--- src/rtl/vga_timing_detect.sv ---
// Receive-side VGA timing recovery: pixel position, line/frame geometry
// measurement and a lock flag for a stable incoming hsync/vsync/de stream.
//
// state     | meaning
// S_SEARCH  | no frame reference yet; de_o blocked, lock_o low
// S_MEASURE | comparing each frame's geometry with the previous frame
// S_LOCKED  | geometry repeated for LOCK_FRAMES consecutive frame edges
module vga_timing_detect #(
    parameter int HSZ         = 10,
    parameter int VSZ         = 9,
    parameter int HMSZ        = 12,
    parameter int VMSZ        = 11,
    parameter int LOCK_FRAMES = 2
) (
    input  logic            clk_i,
    input  logic            rst_i,
    input  logic            hsync_i,
    input  logic            vsync_i,
    input  logic            de_i,
    output logic            de_o,
    output logic [HSZ-1:0]  hcount_o,
    output logic [VSZ-1:0]  vcount_o,
    output logic            frame_o,
    output logic [HMSZ-1:0] h_total_o,
    output logic [HMSZ-1:0] h_active_o,
    output logic [HMSZ-1:0] h_sync_o,
    output logic [VMSZ-1:0] v_total_o,
    output logic [VMSZ-1:0] v_active_o,
    output logic [VMSZ-1:0] v_sync_o,
    output logic            lock_o
);
    localparam int MCW = $clog2(LOCK_FRAMES + 1);
    localparam logic [MCW-1:0] LOCK_CNT = MCW'(LOCK_FRAMES);

    typedef enum logic [1:0] {
        S_SEARCH  = 2'd0,
        S_MEASURE = 2'd1,
        S_LOCKED  = 2'd2
    } state_t;

    state_t state, state_nxt;

    logic hs_r, vs_r, de_r, hs_q, vs_q, de_q;
    logic hs_fall, hs_rise, vs_fall, vs_rise, de_rise, de_fall;

    logic [HMSZ-1:0] hclk, line_tot, hs_wid, de_cnt, act_wid;
    logic [VMSZ-1:0] line_cnt, act_lines, vs_cnt, vs_wid;
    logic [HMSZ-1:0] h_total_new, h_active_new, h_sync_new;
    logic [VMSZ-1:0] v_total_new, v_active_new, v_sync_new;
    logic [HMSZ-1:0] prev_h_total, prev_h_active;
    logic [VMSZ-1:0] prev_v_total, prev_v_active;

    logic           prev_valid, prev_valid_nxt;
    logic [MCW-1:0] match_cnt, match_cnt_nxt;
    logic           lock_nxt, capture, match, watchdog;
    logic           de_nxt, first_line;

    function automatic logic [HMSZ-1:0] h_inc(input logic [HMSZ-1:0] v);
        return (v == '1) ? v : v + HMSZ'(1);
    endfunction

    function automatic logic [VMSZ-1:0] v_inc(input logic [VMSZ-1:0] v);
        return (v == '1) ? v : v + VMSZ'(1);
    endfunction

    assign hs_fall = hs_q & ~hs_r;
    assign hs_rise = ~hs_q & hs_r;
    assign vs_fall = vs_q & ~vs_r;
    assign vs_rise = ~vs_q & vs_r;
    assign de_rise = ~de_q & de_r;
    assign de_fall = de_q & ~de_r;

    // A line or sync edge landing on the frame edge belongs to the ending frame.
    assign h_total_new  = hs_fall ? hclk : line_tot;
    assign h_active_new = de_fall ? de_cnt : act_wid;
    assign h_sync_new   = hs_rise ? hclk : hs_wid;
    assign v_total_new  = hs_fall ? v_inc(line_cnt) : line_cnt;
    assign v_active_new = de_fall ? v_inc(act_lines) : act_lines;
    assign v_sync_new   = vs_rise ? vs_cnt : vs_wid;

    assign match = prev_valid &&
                   (h_total_new == prev_h_total) && (h_active_new == prev_h_active) &&
                   (v_total_new == prev_v_total) && (v_active_new == prev_v_active);
    assign watchdog = (hclk == '1) && !hs_fall;

    always_comb begin
        state_nxt      = state;
        match_cnt_nxt  = match_cnt;
        prev_valid_nxt = prev_valid;
        lock_nxt       = lock_o;
        capture        = 1'b0;
        if (watchdog) begin
            state_nxt      = S_SEARCH;
            match_cnt_nxt  = '0;
            prev_valid_nxt = 1'b0;
            lock_nxt       = 1'b0;
        end else if (vs_fall) begin
            case (state)
                S_SEARCH: begin
                    state_nxt = S_MEASURE;
                end
                S_MEASURE: begin
                    capture        = 1'b1;
                    prev_valid_nxt = 1'b1;
                    if (match) begin
                        match_cnt_nxt = match_cnt + MCW'(1);
                        if (match_cnt_nxt >= LOCK_CNT) begin
                            state_nxt = S_LOCKED;
                            lock_nxt  = 1'b1;
                        end
                    end else begin
                        match_cnt_nxt = '0;
                    end
                end
                S_LOCKED: begin
                    capture        = 1'b1;
                    prev_valid_nxt = 1'b1;
                    if (!match) begin
                        state_nxt     = S_MEASURE;
                        match_cnt_nxt = '0;
                        lock_nxt      = 1'b0;
                    end
                end
                default: begin
                    state_nxt = S_SEARCH;
                    lock_nxt  = 1'b0;
                end
            endcase
        end
    end

    assign de_nxt = de_r && (state_nxt != S_SEARCH);

    always_ff @(posedge clk_i) begin
        if (rst_i) begin
            state <= S_SEARCH;
        end else begin
            state <= state_nxt;
        end
    end

    always_ff @(posedge clk_i) begin
        if (rst_i) begin
            {hs_r, vs_r, de_r, hs_q, vs_q, de_q} <= '0;
            hclk          <= '0;
            line_tot      <= '0;
            hs_wid        <= '0;
            de_cnt        <= '0;
            act_wid       <= '0;
            line_cnt      <= '0;
            act_lines     <= '0;
            vs_cnt        <= '0;
            vs_wid        <= '0;
            prev_h_total  <= '0;
            prev_h_active <= '0;
            prev_v_total  <= '0;
            prev_v_active <= '0;
            prev_valid    <= 1'b0;
            match_cnt     <= '0;
            lock_o        <= 1'b0;
            frame_o       <= 1'b0;
            h_total_o     <= '0;
            h_active_o    <= '0;
            h_sync_o      <= '0;
            v_total_o     <= '0;
            v_active_o    <= '0;
            v_sync_o      <= '0;
            de_o          <= 1'b0;
            hcount_o      <= '0;
            vcount_o      <= '0;
            first_line    <= 1'b0;
        end else begin
            {hs_r, vs_r, de_r} <= {hsync_i, vsync_i, de_i};
            {hs_q, vs_q, de_q} <= {hs_r, vs_r, de_r};

            if (hs_fall) begin
                line_tot <= hclk;
                hclk     <= HMSZ'(1);
            end else begin
                hclk <= h_inc(hclk);
            end
            if (hs_rise) hs_wid <= hclk;

            if (de_rise)     de_cnt <= HMSZ'(1);
            else if (de_r)   de_cnt <= h_inc(de_cnt);
            if (de_fall)     act_wid <= de_cnt;

            if (vs_fall) begin
                line_cnt  <= '0;
                act_lines <= '0;
                vs_cnt    <= VMSZ'(hs_fall);
            end else begin
                line_cnt  <= v_total_new;
                act_lines <= v_active_new;
                if (hs_fall && !vs_r) vs_cnt <= v_inc(vs_cnt);
            end
            if (vs_rise) vs_wid <= vs_cnt;

            frame_o    <= vs_fall;
            lock_o     <= lock_nxt;
            match_cnt  <= match_cnt_nxt;
            prev_valid <= prev_valid_nxt;
            if (capture) begin
                h_total_o     <= h_total_new;
                h_active_o    <= h_active_new;
                h_sync_o      <= h_sync_new;
                v_total_o     <= v_total_new;
                v_active_o    <= v_active_new;
                v_sync_o      <= v_sync_new;
                prev_h_total  <= h_total_new;
                prev_h_active <= h_active_new;
                prev_v_total  <= v_total_new;
                prev_v_active <= v_active_new;
            end

            de_o <= de_nxt;
            if (de_nxt) hcount_o <= de_o ? hcount_o + HSZ'(1) : '0;
            if (de_nxt && !de_o) begin
                vcount_o   <= first_line ? '0 : vcount_o + VSZ'(1);
                first_line <= 1'b0;
            end
            if (vs_fall) first_line <= 1'b1;
        end
    end

endmodule

--- config.mk ---
export PLATFORM = sky130hd
export DESIGN_NAME = vga_timing_detect
export DESIGN_NICKNAME = d
export VERILOG_FILES = /design/src/rtl/vga_timing_detect.sv
export SDC_FILE = /design/constraint.sdc
export NUM_CORES = 1
export LEC_CHECK = 0
export ABC_AREA = 0
export BUFFER_PORTS_ARGS = -buffer_cell sky130_fd_sc_hd__buf_2
export CORE_MARGIN = 1
export CORE_UTILIZATION = 38
export CTS_CLUSTER_SIZE = 24
export DETAILED_ROUTE_END_ITERATION = 16
export GPL_ROUTABILITY_DRIVEN = 0
export RECOVER_POWER = 100
export SLEW_MARGIN = 20
export SYNTH_ARGS = -nofsm -noshare
export SYNTH_HDL_FRONTEND = slang
export SYNTH_SLANG_ARGS = --single-unit
--- constraint.sdc ---
create_clock -name clk_i -period 5.16 [get_ports clk_i]
set_input_delay 0.774 -clock clk_i [delete_from_list [all_inputs] [get_ports clk_i]]
set_output_delay 0.774 -clock clk_i [all_outputs]
set_load 0.05 [all_outputs]
After elaboration in Yosys (flattened, before gate mapping)
Cells that the tools add are included.
W data, S select, Z words.
{ "word_totals": {"register_bits": 207, "inputBits": 5, "word_cells": 139} }
{ "classes": {"add_sub_neg": 8, "n_lt_le_gt_ge": 1, "eq_ne": 17, "muxes": 36, "bitwise": 15, "reduce_logical": 29} }
{ "op_table": {"columns": ["op", "count"], "rows": [
  ["$mux W11", 5],
  ["$mux W12", 3],
  ["$add A11 B1 Y11 const B", 3],
  ["$eq A11 B11 Y1 const B", 3],
  ["$add A12 B1 Y12 const B", 2],
  ["$eq A12 B12 Y1", 2],
  ["$eq A12 B12 Y1 const B", 2],
  ["$eq A11 B11 Y1", 2],
  ["$mux W1", 16],
  ["$mux W2", 7],
  ["$ne A2 B2 Y1 const B", 6],
  ["$add A10 B1 Y10 const B", 1],
  ["$mux W10", 1],
  ["$reduce_and A2 Y1", 5],
  ["$reduce_bool A2 Y1", 5],
  ["$reduce_or A2 Y1", 5],
  ["$add A9 B1 Y9 const B", 1],
  ["$mux W9", 1],
  ["$not A1 Y1", 9],
  ["$logic_and A1 B1 Y1", 8],
  ["$and A1 B1 Y1", 6],
  ["$pmux W2 S3", 1],
  ["$reduce_and A5 Y1", 1],
  ["$pmux W2 S2", 1],
  ["other kinds (8)", 10]
]} }

Longest topological paths before layout
Gate-level depths: netlist of the first run.
{ "logic_depth": {"word_depth": 17, "depth_mapped": 14, "ltp_nobuf": 11} }

Worst setup path after synthesis of the first run
OpenSTA, ideal clock, no wires.
{ "synth_timing": {"kind": "register -> register", "from": "register act_lines[0]", "to": "register hcount_o[3]", "arrival_time_ns": 3.693, "required_time_ns": 5.086, "setup_slack_ns": 1.393, "stages_incl_launch_ff": 13, "path_buffers": 2, "path_cell_list": "dfxtp_1 -> ha_1 -> buf_4 -> and4b_1 -> buf_6 -> nand4_4 -> mux2i_4 -> a221o_1 -> or4_1 -> or4_1 -> o41a_1 -> or4_1 -> a31oi_1"} }
{ "synth_via": {"elab_chain_len": 11} }
{ "synth_rtl": {"columns": ["element", "line", "source"], "rows": [
  ["start, declared", "47", "logic [VMSZ-1:0] line_cnt, act_lines, vs_cnt, vs_wid;"],
  ["start signal, assigned", "194", "act_lines <= v_active_new;"],
  ["$add A11 B1 Y11 / $eq A11 B11 Y1 (equally long branches)", "63", "return (v == '1) ? v : v + VMSZ'(1);"],
  ["$mux W11", "63", null],
  ["$mux W11 *", "78", "assign v_active_new = de_fall ? v_inc(act_lines) : act_lines;"],
  ["$eq A11 B11 Y1 *", "83", "(v_total_new == prev_v_total) && (v_active_new == prev_v_active);"],
  ["$logic_and A1 B1 Y1 *", "83", null],
  ["$mux W2, on equally long branches", "118, 105", null],
  ["$pmux W2 S3 *", "98", "case (state)"],
  ["$mux W2 *", "97", "end else if (vs_fall) begin"],
  ["$mux W2 *", "92", "if (watchdog) begin"],
  ["$reduce_bool A2 Y1 *", "132", "assign de_nxt = de_r && (state_nxt != S_SEARCH);"],
  ["$logic_and A1 B1 Y1 *", "132", null],
  ["end signal, assigned", "217", "if (de_nxt) hcount_o <= de_o ? hcount_o + HSZ'(1) : '0;"],
  ["end, declared", "21", "output logic [HSZ-1:0] hcount_o,"]
]} }
Mark *: on every way between the ends. The rest lies on a longest branch, timed or not.
A chain may end at the register's enable or synchronous reset.

Final worst setup path of the first run
{ "layout_timing": {"from": "register line_cnt[0]", "to": "register hcount_o[2]"} }
{ "layout_via": {"elab_chain_len": 12} }
{ "layout_rtl": {"columns": ["element", "line", "source"], "rows": [
  ["start, declared", "47", null],
  ["start signal, assigned", "193", "line_cnt <= v_total_new;"],
  ["$add A11 B1 Y11 / $eq A11 B11 Y1 (equally long branches)", "63", null],
  ["$mux W11", "63", null],
  ["$mux W11 *", "77", "assign v_total_new = hs_fall ? v_inc(line_cnt) : line_cnt;"],
  ["$eq A11 B11 Y1 *", "83", null],
  ["$logic_and A1 B1 Y1 *", "82", "(h_total_new == prev_h_total) && (h_active_new == prev_h_active) &&"],
  ["$logic_and A1 B1 Y1 *", "83", null],
  ["$mux W2, on equally long branches", "118, 105", null],
  ["$pmux W2 S3 *", "98", null],
  ["$mux W2 *", "97", null],
  ["$mux W2 *", "92", null],
  ["$reduce_bool A2 Y1 *", "132", null],
  ["$logic_and A1 B1 Y1 *", "132", null]
]} }
Marks and branches as above.

==> results of run 1 <==
layer usage:
metal,wire (µm),vias up
met5,0,-
met4,751,0
met3,1734,50
met2,13300,290
met1,13860,4445
li1,-,4594
flip-flops by register name, summed over array words and instances, names as in the netlist, 2 cells and up:
signal	flops
vs_wid	11
h_sync_o	12
act_lines	11
line_cnt	11
de_cnt	12
line_tot	12
prev_v_total	11
vcount_o	9
vs_cnt	11
hcount_o	10
prev_v_active	11
state	2
v_sync_o	11
match_cnt	2
prev_h_active	12
act_wid	12
hs_wid	12
prev_h_total	12
hclk	12
metrics by stage:
step,cells,area (µm²),utilization [%],hold slack (ns),setup slack (ns)
2_1_floorplan,1235,10370,-,0.4466,1.393
3_3_place_gp,1610,11070,41.20,0.4638,0.7660
3_5_place_dp,1610,11070,41.20,0.4721,0.6745
4_1_cts,1649,11840,44.06,0.4767,0.6236
5_1_grt,1650,11720,43.61,0.4799,0.2331
6_report,1650,11720,43.61,0.4843,0.4813
power groups by stage:
stage               registers [W]  logic (W)  clock network, W
floorplan                 0.00169   0.000127                 0
global placement          0.00168   0.000196                 0
detailed placement        0.00168   0.000198                 0
CTS                       0.00164   0.000198           0.00171
global route              0.00164   0.000212           0.00177
finish                    0.00164   0.000196           0.00167
critical path, cell delays in order, from the launching register on:
cell      delay, ns
dfxtp_1        0.51
ha_1           0.40
and4b_1        0.48
nand4_2        0.16
mux2i_1        0.33
o22ai_1        0.11
or4_1          0.52
or4_1          0.59
o41a_1         0.53
clkbuf_1       0.25
nand2_1        0.29
nand2_1        0.12
a32o_1         0.27
cell families after synthesis:
family	Yosys count
AOI/OAI and AO/OA	265
and+or+nand+nor	527
DFF	207
muxes	64
xor gates and xnor gates	53
buffers and inverters	108
adders and majority gates	11
cells in the final DEF, fill, tap and decap left out, types with 17 or more instances in the layout:
cell type / synthesis / layout
nor2_1: 218 / 218
nand4_1: 26 / 26
nor3_1: 25 / 25
a31oi_1: 17 / 17
o21ai_0: 27 / 27
mux2i_1: 61 / 62
and3_1: 17 / 17
inv_1: 27 / 27
dfxtp_1: 207 / 207
clkbuf_1: 56 / 103
clkbuf_16: 0 / 24
nand3_1: 56 / 56
a21oi_1: 66 / 66
nand2_1: 46 / 46
nor2b_1: 26 / 26
xnor2_1: 21 / 21
xor2_1: 32 / 32
nand2b_1: 18 / 18
a211oi_1: 65 / 65
path summary, 6_finish.rpt:
path,end,depth (start not counted),startpoint
worst max-delay path,hcount_o[2],12,line_cnt[0]
worst min-delay path,hs_wid[6],2,hs_wid[6]
worst max register to register,hcount_o[2],12,line_cnt[0]
worst min register to register,hs_wid[6],2,hs_wid[6]
area by class of cell:
| class | instances | area (µm²) |
|---|---|---|
| Tap cell | 341 | 426.7 |
| Sequential cell | 207 | 4144 |
| Clock inverter | 6 | 105.1 |
| Timing Repair Buffer | 116 | 516.7 |
| Multi-Input combinational cell | 920 | 5762 |
| Clock buffer | 33 | 664.4 |
| Inverter | 27 | 101.3 |
| Fill cell | 2721 | 15160 |
==> out/metrics.cfg, run 1 <==
[cts]
cts_made_buffers = 24
clock_latency_ns = 0.53
cts.root.buffer_cell = clkbuf_16
hold_buffers = 0
cts_htree_levels = 1
cts_resized = 0
clock_path_buffers = 3
clk_pin_slew_worst_paths_ns = 0.06
cts_setup_buffers = 0
cts_tree = built
cts_sinks = 207

[sta]
finalSetupViolCount = 0
fin_setup_tns_ns = 0
finalHoldViolCount = 0
skew_ns = 0.008873
tightest_slew_ns = 3.317
min_period_ns = 4.679
slew_violations = 205
rsz0062_at_grt = no
period_share_pct = 90.67
fmax_ghz = 0.2137
slew_headroom_pct = -121.1

[power_and_ir_drop]
p_switching_w = 0.0008367
power_w = 0.003511
swShare_pct = 23.83
p_leak_nw = 4.351
seqPwrFrac_pct = 46.8
peakVddDrop_mv = 0.1939
power_density_nw_per_um2 = 299.5
combinationalPowerShare_pct = 5.6
clockPowerShare_pct = 47.7
internal_power_w = 0.002674

[yosys]
yosys-top-cells-count = 218 x nor2_1, 207 x dfxtp_1, 66 x a21oi_1, 65 x a211oi_1, 61 x mux2i_1
yosys.area_share.simple_pct = 25.77
synth_top_area_cell = dfxtp_1
synth_top_family_by_area = simple AND/OR/NAND/NOR gates
syn_avg_cell_area_um2 = 8.395
syn_nets = 1251
ys.flop_type = dfxtp_1
ys_top_cells_by_area = dfxtp_1 40%, nor2_1 7.9%, mux2i_1 5.9%
synth_cell_types = 76
yosysSeqAreaShare_pct = 39.97
yosysWarnings = 0
synth_seq_cells = 207
synth_xor_area_share_pct = 4.477
synth_edf_count = 0
yosysTopAreaCellShare_pct = 39.97
synth-async-reset-ratio_pct = 0
synth_area_um2 = 10370
synth.most_common_cell = nor2_1
synth_compound_area_share_pct = 17.58
synthCells = 1235
synth-adder-area-share_pct = 1.328
synth.area.mux_share_pct = 6.457

[hold_path]
holdCritPathClass = reg2reg

[worst_setup_path]
critPathRequiredTime_ns = 5.58
cp_max_fo = 10
end_kind = flip-flop
cp-start-kind = flip-flop
path_class = reg2reg
critPathArrivalTime_ns = 5.10
reg2reg_setup_slack_ns = 0.48

[floorplanning]
die_w_um = 167.2
io_pins = 96
coreArea_um2 = 26880
initial_core_util_pct = 38.58
die_area_um2 = 27950
fp.dieH_um = 167.2
fp-row-count = 60

[grt]
grt_use_met1_pct = 29.32
antenna_found_initial = 0
overflow = 0
grt_util_met2_pct = 32.49
grt_usage_pct = 20.77
grt_max_degree = 75
grt_pass1_wl_um = 47200
grt_pass1_vias = 8562
top_usage_layer = met2
grt_util_met3_pct = 3.569

[placed_design]
io_buffers = 95
dp_hpwl_um = 21460

[routing]
viasPerCell = 5.684
num_vias = 9379
dr.pass1.iters = 5
drt_iter0_drc = 757
wl_per_cell_um = 17.97
ant_nets = 0
routed_wirelength_um = 29650
drc = 0

[final_layout]
num-nets-final = 1312
antenna_cells = 0
synthToLayoutAreaGrowth_pct = 13.05
drive_gt1_share_pct = 5.348

[run_status]
status = finished with violations
failed_checks = max-capacitance violations, max-slew violations

[job]
max-cap-violations = 5

Power figures use the tool's default switching activity.
==> run 2, diff against run 1 <==
--- a/config.mk
+++ b/config.mk
@@ -9,6 +9,7 @@
 export BUFFER_PORTS_ARGS = -buffer_cell sky130_fd_sc_hd__buf_2
 export CORE_MARGIN = 1
 export CORE_UTILIZATION = 38
+export CTS_BUF_LIST = sky130_fd_sc_hd__clkbuf_16
 export CTS_CLUSTER_SIZE = 24
 export DETAILED_ROUTE_END_ITERATION = 16
 export GPL_ROUTABILITY_DRIVEN = 0
==> out/metrics.cfg, run 2 (synthesis results as in run 1) <==
[run_status]
status = finished with violations  ; unchanged
failed_checks = max-capacitance violations, max-slew violations  ; unchanged

[final_layout]
synthToLayoutAreaGrowth_pct = 12.76  ; was 13.05%
antenna_cells = 0  ; unchanged
nFillCells = 2725  ; was 2721
mostFrequentLayoutCell = nor2_1  ; unchanged
drive_gt1_share_pct = 5.118  ; was 5.348%
multi_input_comb_area_um2 = 5762  ; unchanged
num-nets-final = 1312  ; unchanged
final_cell_mix = 218 x nor2_1, 207 x dfxtp_1, 97 x clkbuf_1  ; was 218 x nor2_1, 207 x dfxtp_1, 103 x clkbuf_1
fin_util_pct = 43.50  ; was 43.61%
seqCellArea_um2 = 4144  ; unchanged

[sta]
min_period_ns = 4.669  ; was 4.679 ns
skew_ns = 0.008673  ; was 0.008873 ns
finalHoldViolCount = 0  ; unchanged
period_share_pct = 90.48  ; was 90.67%
slew_headroom_pct = -121.3  ; was -121.1%
tightest_slew_ns = 3.320  ; was 3.317 ns
fin_setup_tns_ns = 0  ; unchanged
fmax_ghz = 0.2142  ; was 0.2137 GHz
setup_ws_ns = 0.4914  ; was 0.4813 ns
slew_violations = 205  ; unchanged
rsz0062_at_grt = no  ; unchanged
finalSetupViolCount = 0  ; unchanged

[cts]
cts_sinks = 207  ; unchanged
cts_made_buffers = 24  ; unchanged
clock_path_buffers = 3  ; unchanged
cts_setup_buffers = 0  ; unchanged
hold_buffers = 0  ; unchanged
cts_htree_levels = 1  ; unchanged
cts.root.buffer_cell = clkbuf_16  ; unchanged
clk_pin_slew_worst_paths_ns = 0.06  ; about the same
cts_tree = built  ; unchanged
cts_resized = 0  ; unchanged
clock_latency_ns = 0.53  ; about the same

[floorplanning]
die_w_um = 167.2  ; unchanged
fp-row-count = 60  ; unchanged
initial_core_util_pct = 38.58  ; unchanged
io_pins = 96  ; unchanged
die_area_um2 = 27950  ; unchanged
fp.dieH_um = 167.2  ; unchanged
coreArea_um2 = 26880  ; unchanged

[grt]
grt_max_degree = 75  ; unchanged
overflow = 0  ; unchanged
grt_pass1_vias = 8568  ; was 8562
grt_usage_pct = 20.78  ; was 20.77%
antenna_found_initial = 0  ; unchanged
grt_pass1_wl_um = 47220  ; was 47200 µm

[routing]
drt_iter0_drc = 733  ; was 757
routed_wirelength_um = 29630  ; was 29650 µm
viasPerCell = 5.672  ; was 5.684
num_vias = 9359  ; was 9379
dr.pass1.iters = 6  ; was 5
wl_per_cell_um = 17.96  ; was 17.97 µm
ant_nets = 0  ; unchanged
drc = 0  ; unchanged

[placed_design]
preCtsSetupSlack_ns = 0.6745  ; unchanged
io_buffers = 95  ; unchanged
dp_hpwl_um = 21460  ; unchanged

[worst_setup_path]
critPathMaxStageDelay_ns = 0.59  ; about the same
cp-start-kind = flip-flop  ; unchanged
slowest_stage = or4_1  ; unchanged
cp_max_fo = 10  ; unchanged
critPathRequiredTime_ns = 5.58  ; about the same
critPathArrivalTime_ns = 5.09  ; was 5.10 ns
end_kind = flip-flop  ; unchanged
reg2reg_depth = 12  ; unchanged
path_class = reg2reg  ; unchanged
cp_cell_sequence = ha_1, and4b_1, nand4_2, mux2i_1, o22ai_1, or4_1, or4_1, o41a_1, clkbuf_1, nand2_1, nand2_1, a32o_1  ; unchanged

[job]
max-cap-violations = 5  ; unchanged

[hold_path]
holdCritPathClass = reg2reg  ; unchanged
holdPathStages = 2  ; unchanged

[power_and_ir_drop]
peakVddDrop_mv = 0.1939  ; about the same
power_w = 0.003450  ; was 0.003511 W
power_density_nw_per_um2 = 295.1  ; was 299.5 nW/µm²
p_leak_nw = 4.359  ; was 4.351 nW

## run 2: cell count changes in the layout (fill, tap and decap cells not counted), sizes merged
cell	change
clkbuf	-9
clkinv	+3
inv	+6
## run 2: critical path, delay by kind of cell (launching register included)
family	cells	cell delay, ns
multiplexers	1	0.33
buffers and inverters	1	0.25
flip-flops	1	0.52
adder cells (fa/ha/maj)	1	0.40
AO/OA/AOI/OAI	3	0.91
AND/OR/NAND/NOR	6	2.15
## run 2: stage by stage
| stage | instance area, µm² | hold slack, ns | instances |
|---|---|---|---|
| after floorplan | 10370 | 0.4466 | 1235 |
| after global placement | 11070 | 0.4638 | 1610 |
| after detailed placement | 11070 | 0.4721 | 1610 |
| after CTS | 11810 | 0.4767 | 1649 |
| after global routing | 11690 | 0.4799 | 1650 |
| final | 11690 | 0.4843 | 1650 |
## run 2: area by class of cell
| type | count | area share (%) |
|---|---|---|
| clock buffer | 24 | 5.138 |
| clock inverter | 15 | 1.188 |
| inverter | 27 | 0.8670 |
| multi-input combinational | 920 | 49.29 |
| sequential | 207 | 35.45 |
| tap | 341 | 3.650 |
| timing repair buffer | 116 | 4.420 |
## run 2: worst paths after layout
check | slack [ns] | end | from
hold reg to reg | 0.48 | hs_wid[6] | hs_wid[6]
setup / recovery | 0.49 | hcount_o[2] | line_cnt[0]
hold / removal | 0.48 | hs_wid[6] | hs_wid[6]
setup reg to reg | 0.49 | hcount_o[2] | line_cnt[0]
## run 2: power breakdown
group          internal, W  leakage (nW)  total (W)  switching [W]
logic            0.0000609          2.30   0.000196       0.000135
clock network     0.000940         0.384    0.00161       0.000672
registers          0.00162          1.67    0.00164      0.0000258
total              0.00262          4.36    0.00345       0.000833
## run 2: routing by layer
| metal | GRT usage [%] | vias to the layer above | routed length [µm] |
|---|---|---|---|
| met5 | 0 | - | 0 |
| met2 | 32.56 | 268 | 13340 |
| met1 | 29.29 | 4447 | 13770 |
| li1 | - | 4593 | - |
| met3 | 3.569 | 51 | 1765 |
| met4 | 5.824 | 0 | 761 |
==> run 3, diff against run 2 <==
--- a/config.mk
+++ b/config.mk
@@ -13,6 +13,7 @@
 export CTS_CLUSTER_SIZE = 24
 export DETAILED_ROUTE_END_ITERATION = 16
 export GPL_ROUTABILITY_DRIVEN = 0
+export GPL_TIMING_DRIVEN = 0
 export RECOVER_POWER = 100
 export SLEW_MARGIN = 20
 export SYNTH_ARGS = -nofsm -noshare
==> out/metrics.cfg, run 3 (synthesis results as in run 1) <==
[floorplanning]
fp.dieH_um = 167.2  ; unchanged
coreArea_um2 = 26880  ; unchanged
io_pins = 96  ; unchanged
die_w_um = 167.2  ; unchanged
fp-row-count = 60  ; unchanged
die_area_um2 = 27950  ; unchanged
initial_core_util_pct = 38.58  ; unchanged

[routing]
num_vias = 9793  ; was 9359
ant_nets = 0  ; unchanged
routed_wirelength_um = 32570  ; was 29630 µm
wl_per_cell_um = 19.00  ; was 17.96 µm
viasPerCell = 5.714  ; was 5.672
dr.pass1.iters = 7  ; was 6
drc = 0  ; unchanged
drt_iter0_drc = 839  ; was 733

[worst_setup_path]
end_kind = flip-flop  ; unchanged
cp-start-kind = flip-flop  ; unchanged
cp_max_fo = 10  ; unchanged
critPathArrivalTime_ns = 4.97  ; was 5.09 ns
critPathRequiredTime_ns = 5.59  ; was 5.58 ns
path_class = reg2reg  ; unchanged

[placed_design]
dp_hpwl_um = 24230  ; was 21460 µm
preCtsSetupSlack_ns = 0.8478  ; was 0.6745 ns
placed_cells = 1671  ; was 1610
placed_cell_area_um2 = 11270  ; was 11070 µm²
io_buffers = 95  ; unchanged

[power_and_ir_drop]
power_density_nw_per_um2 = 308.3  ; was 295.1 nW/µm²
peakVddDrop_mv = 0.2675  ; was 0.1939 mV
p_leak_nw = 4.456  ; was 4.359 nW

[grt]
overflow = 0  ; unchanged
grt_pass1_vias = 9121  ; was 8568
grt_pass1_wl_um = 51170  ; was 47220 µm
grt_usage_pct = 22.93  ; was 20.78%
grt_max_degree = 14  ; was 75
antenna_found_initial = 0  ; unchanged

[cts]
hold_buffers = 0  ; unchanged
cts_made_buffers = 24  ; unchanged
cts_sinks = 207  ; unchanged
clk_pin_slew_worst_paths_ns = 0.06  ; about the same
cts_resized = 0  ; unchanged
cts_tree = built  ; unchanged
clock_latency_ns = 0.54  ; was 0.53 ns
cts_htree_levels = 1  ; unchanged
cts.root.buffer_cell = clkbuf_16  ; unchanged
cts_setup_buffers = 0  ; unchanged
clock_path_buffers = 3  ; unchanged

[final_layout]
nFillCells = 2764  ; was 2725
drive_gt1_share_pct = 5.025  ; was 5.118%
mostFrequentLayoutCell = nor2_1  ; unchanged
synthToLayoutAreaGrowth_pct = 15.66  ; was 12.76%
seqCellArea_um2 = 4144  ; unchanged
antenna_cells = 0  ; unchanged
multi_input_comb_area_um2 = 5746  ; was 5762 µm²
fin_cells = 1714  ; was 1650
fin_util_pct = 44.62  ; was 43.50%
num-nets-final = 1372  ; was 1312
final_cell_mix = 218 x nor2_1, 207 x dfxtp_1, 155 x clkbuf_1  ; was 218 x nor2_1, 207 x dfxtp_1, 97 x clkbuf_1
final_area_um2 = 11990  ; was 11690 µm²

[sta]
fmax_ghz = 0.2203  ; was 0.2142 GHz
finalSetupViolCount = 0  ; unchanged
skew_ns = 0.01922  ; was 0.008673 ns
min_period_ns = 4.539  ; was 4.669 ns
tightest_slew_ns = 0.7780  ; was 3.320 ns
slew_violations = 0  ; was 205
slew_headroom_pct = 46.65  ; was -121.3%
fin_setup_tns_ns = 0  ; unchanged
rsz0062_at_grt = no  ; unchanged
period_share_pct = 87.97  ; was 90.48%
finalHoldViolCount = 0  ; unchanged
setup_ws_ns = 0.6210  ; was 0.4914 ns

[run_status]
status = complete, no violations  ; was finished with violations

[hold_path]
holdCritPathClass = in2reg  ; was reg2reg

[job]
max-cap-violations = 0  ; was 5

[run 3: cell count changes in the layout (fill, tap and decap cells not counted), moves of 3 or more]
cell       previous run  this run
buf_1                 0         3
buf_2                 3        12
buf_4                14         1
buf_6                 0         4
bufinv_16             2         6
clkbuf_1             97       155
[run 3: critical path, stage by stage, from the launching register on]
cell and delay [ns]:
dfxtp_1 0.55, nand2b_1 0.08, buf_2 0.19, buf_2 0.21, buf_6 0.18, nor3_1 0.22
o211ai_1 0.12, or4_1 0.53, or4_1 0.53, nor4_1 0.63, a22o_1 0.35, o211ai_1 0.33
a22o_1 0.31, a32o_1 0.20
[run 3: through the flow]
step	hold slack (ns)	total power (W)
floorplan	0.4466	0.001819
global placement	0.4603	0.001884
detailed placement	0.4742	0.001886
CTS	0.4558	0.003728
global route	0.4561	0.003808
finish	0.4587	0.003697
[run 3: area by class of cell]
cell class	instances	area share, %
Multi-Input combinational cell	920	47.91
Sequential cell	207	34.56
Clock buffer	24	5.008
Tap cell	341	3.558
Timing Repair Buffer	95	3.005
Buffer	81	2.922
Clock inverter	19	2.191
Inverter	27	0.8452
[run 3: per-layer routing]
metal,share of wire [%],vias up,track usage (%)
met3,6.2,64,3.403
met2,44,312,36.13
li1,-,4734,-
met4,3.3,0,8.496
met5,0,-,0
met1,46,4683,31.71
[run 3: final timing paths]
kind	cells after the start	slack (ns)	end	from
hold reg to reg	2	0.49	hs_wid[6]	hs_wid[6]
setup reg to reg	13	0.62	hcount_o[9]	de_q
setup / recovery	13	0.62	hcount_o[9]	de_q
hold / removal	2	0.46	de_r	de_i
[run 3: power by group]
part	total [W]	switching, W	leakage [nW]	internal, W
clock network	0.00184	0.000696	0.431	0.00115
registers	0.00164	0.0000244	1.67	0.00162
logic	0.000213	0.000149	2.35	0.0000640
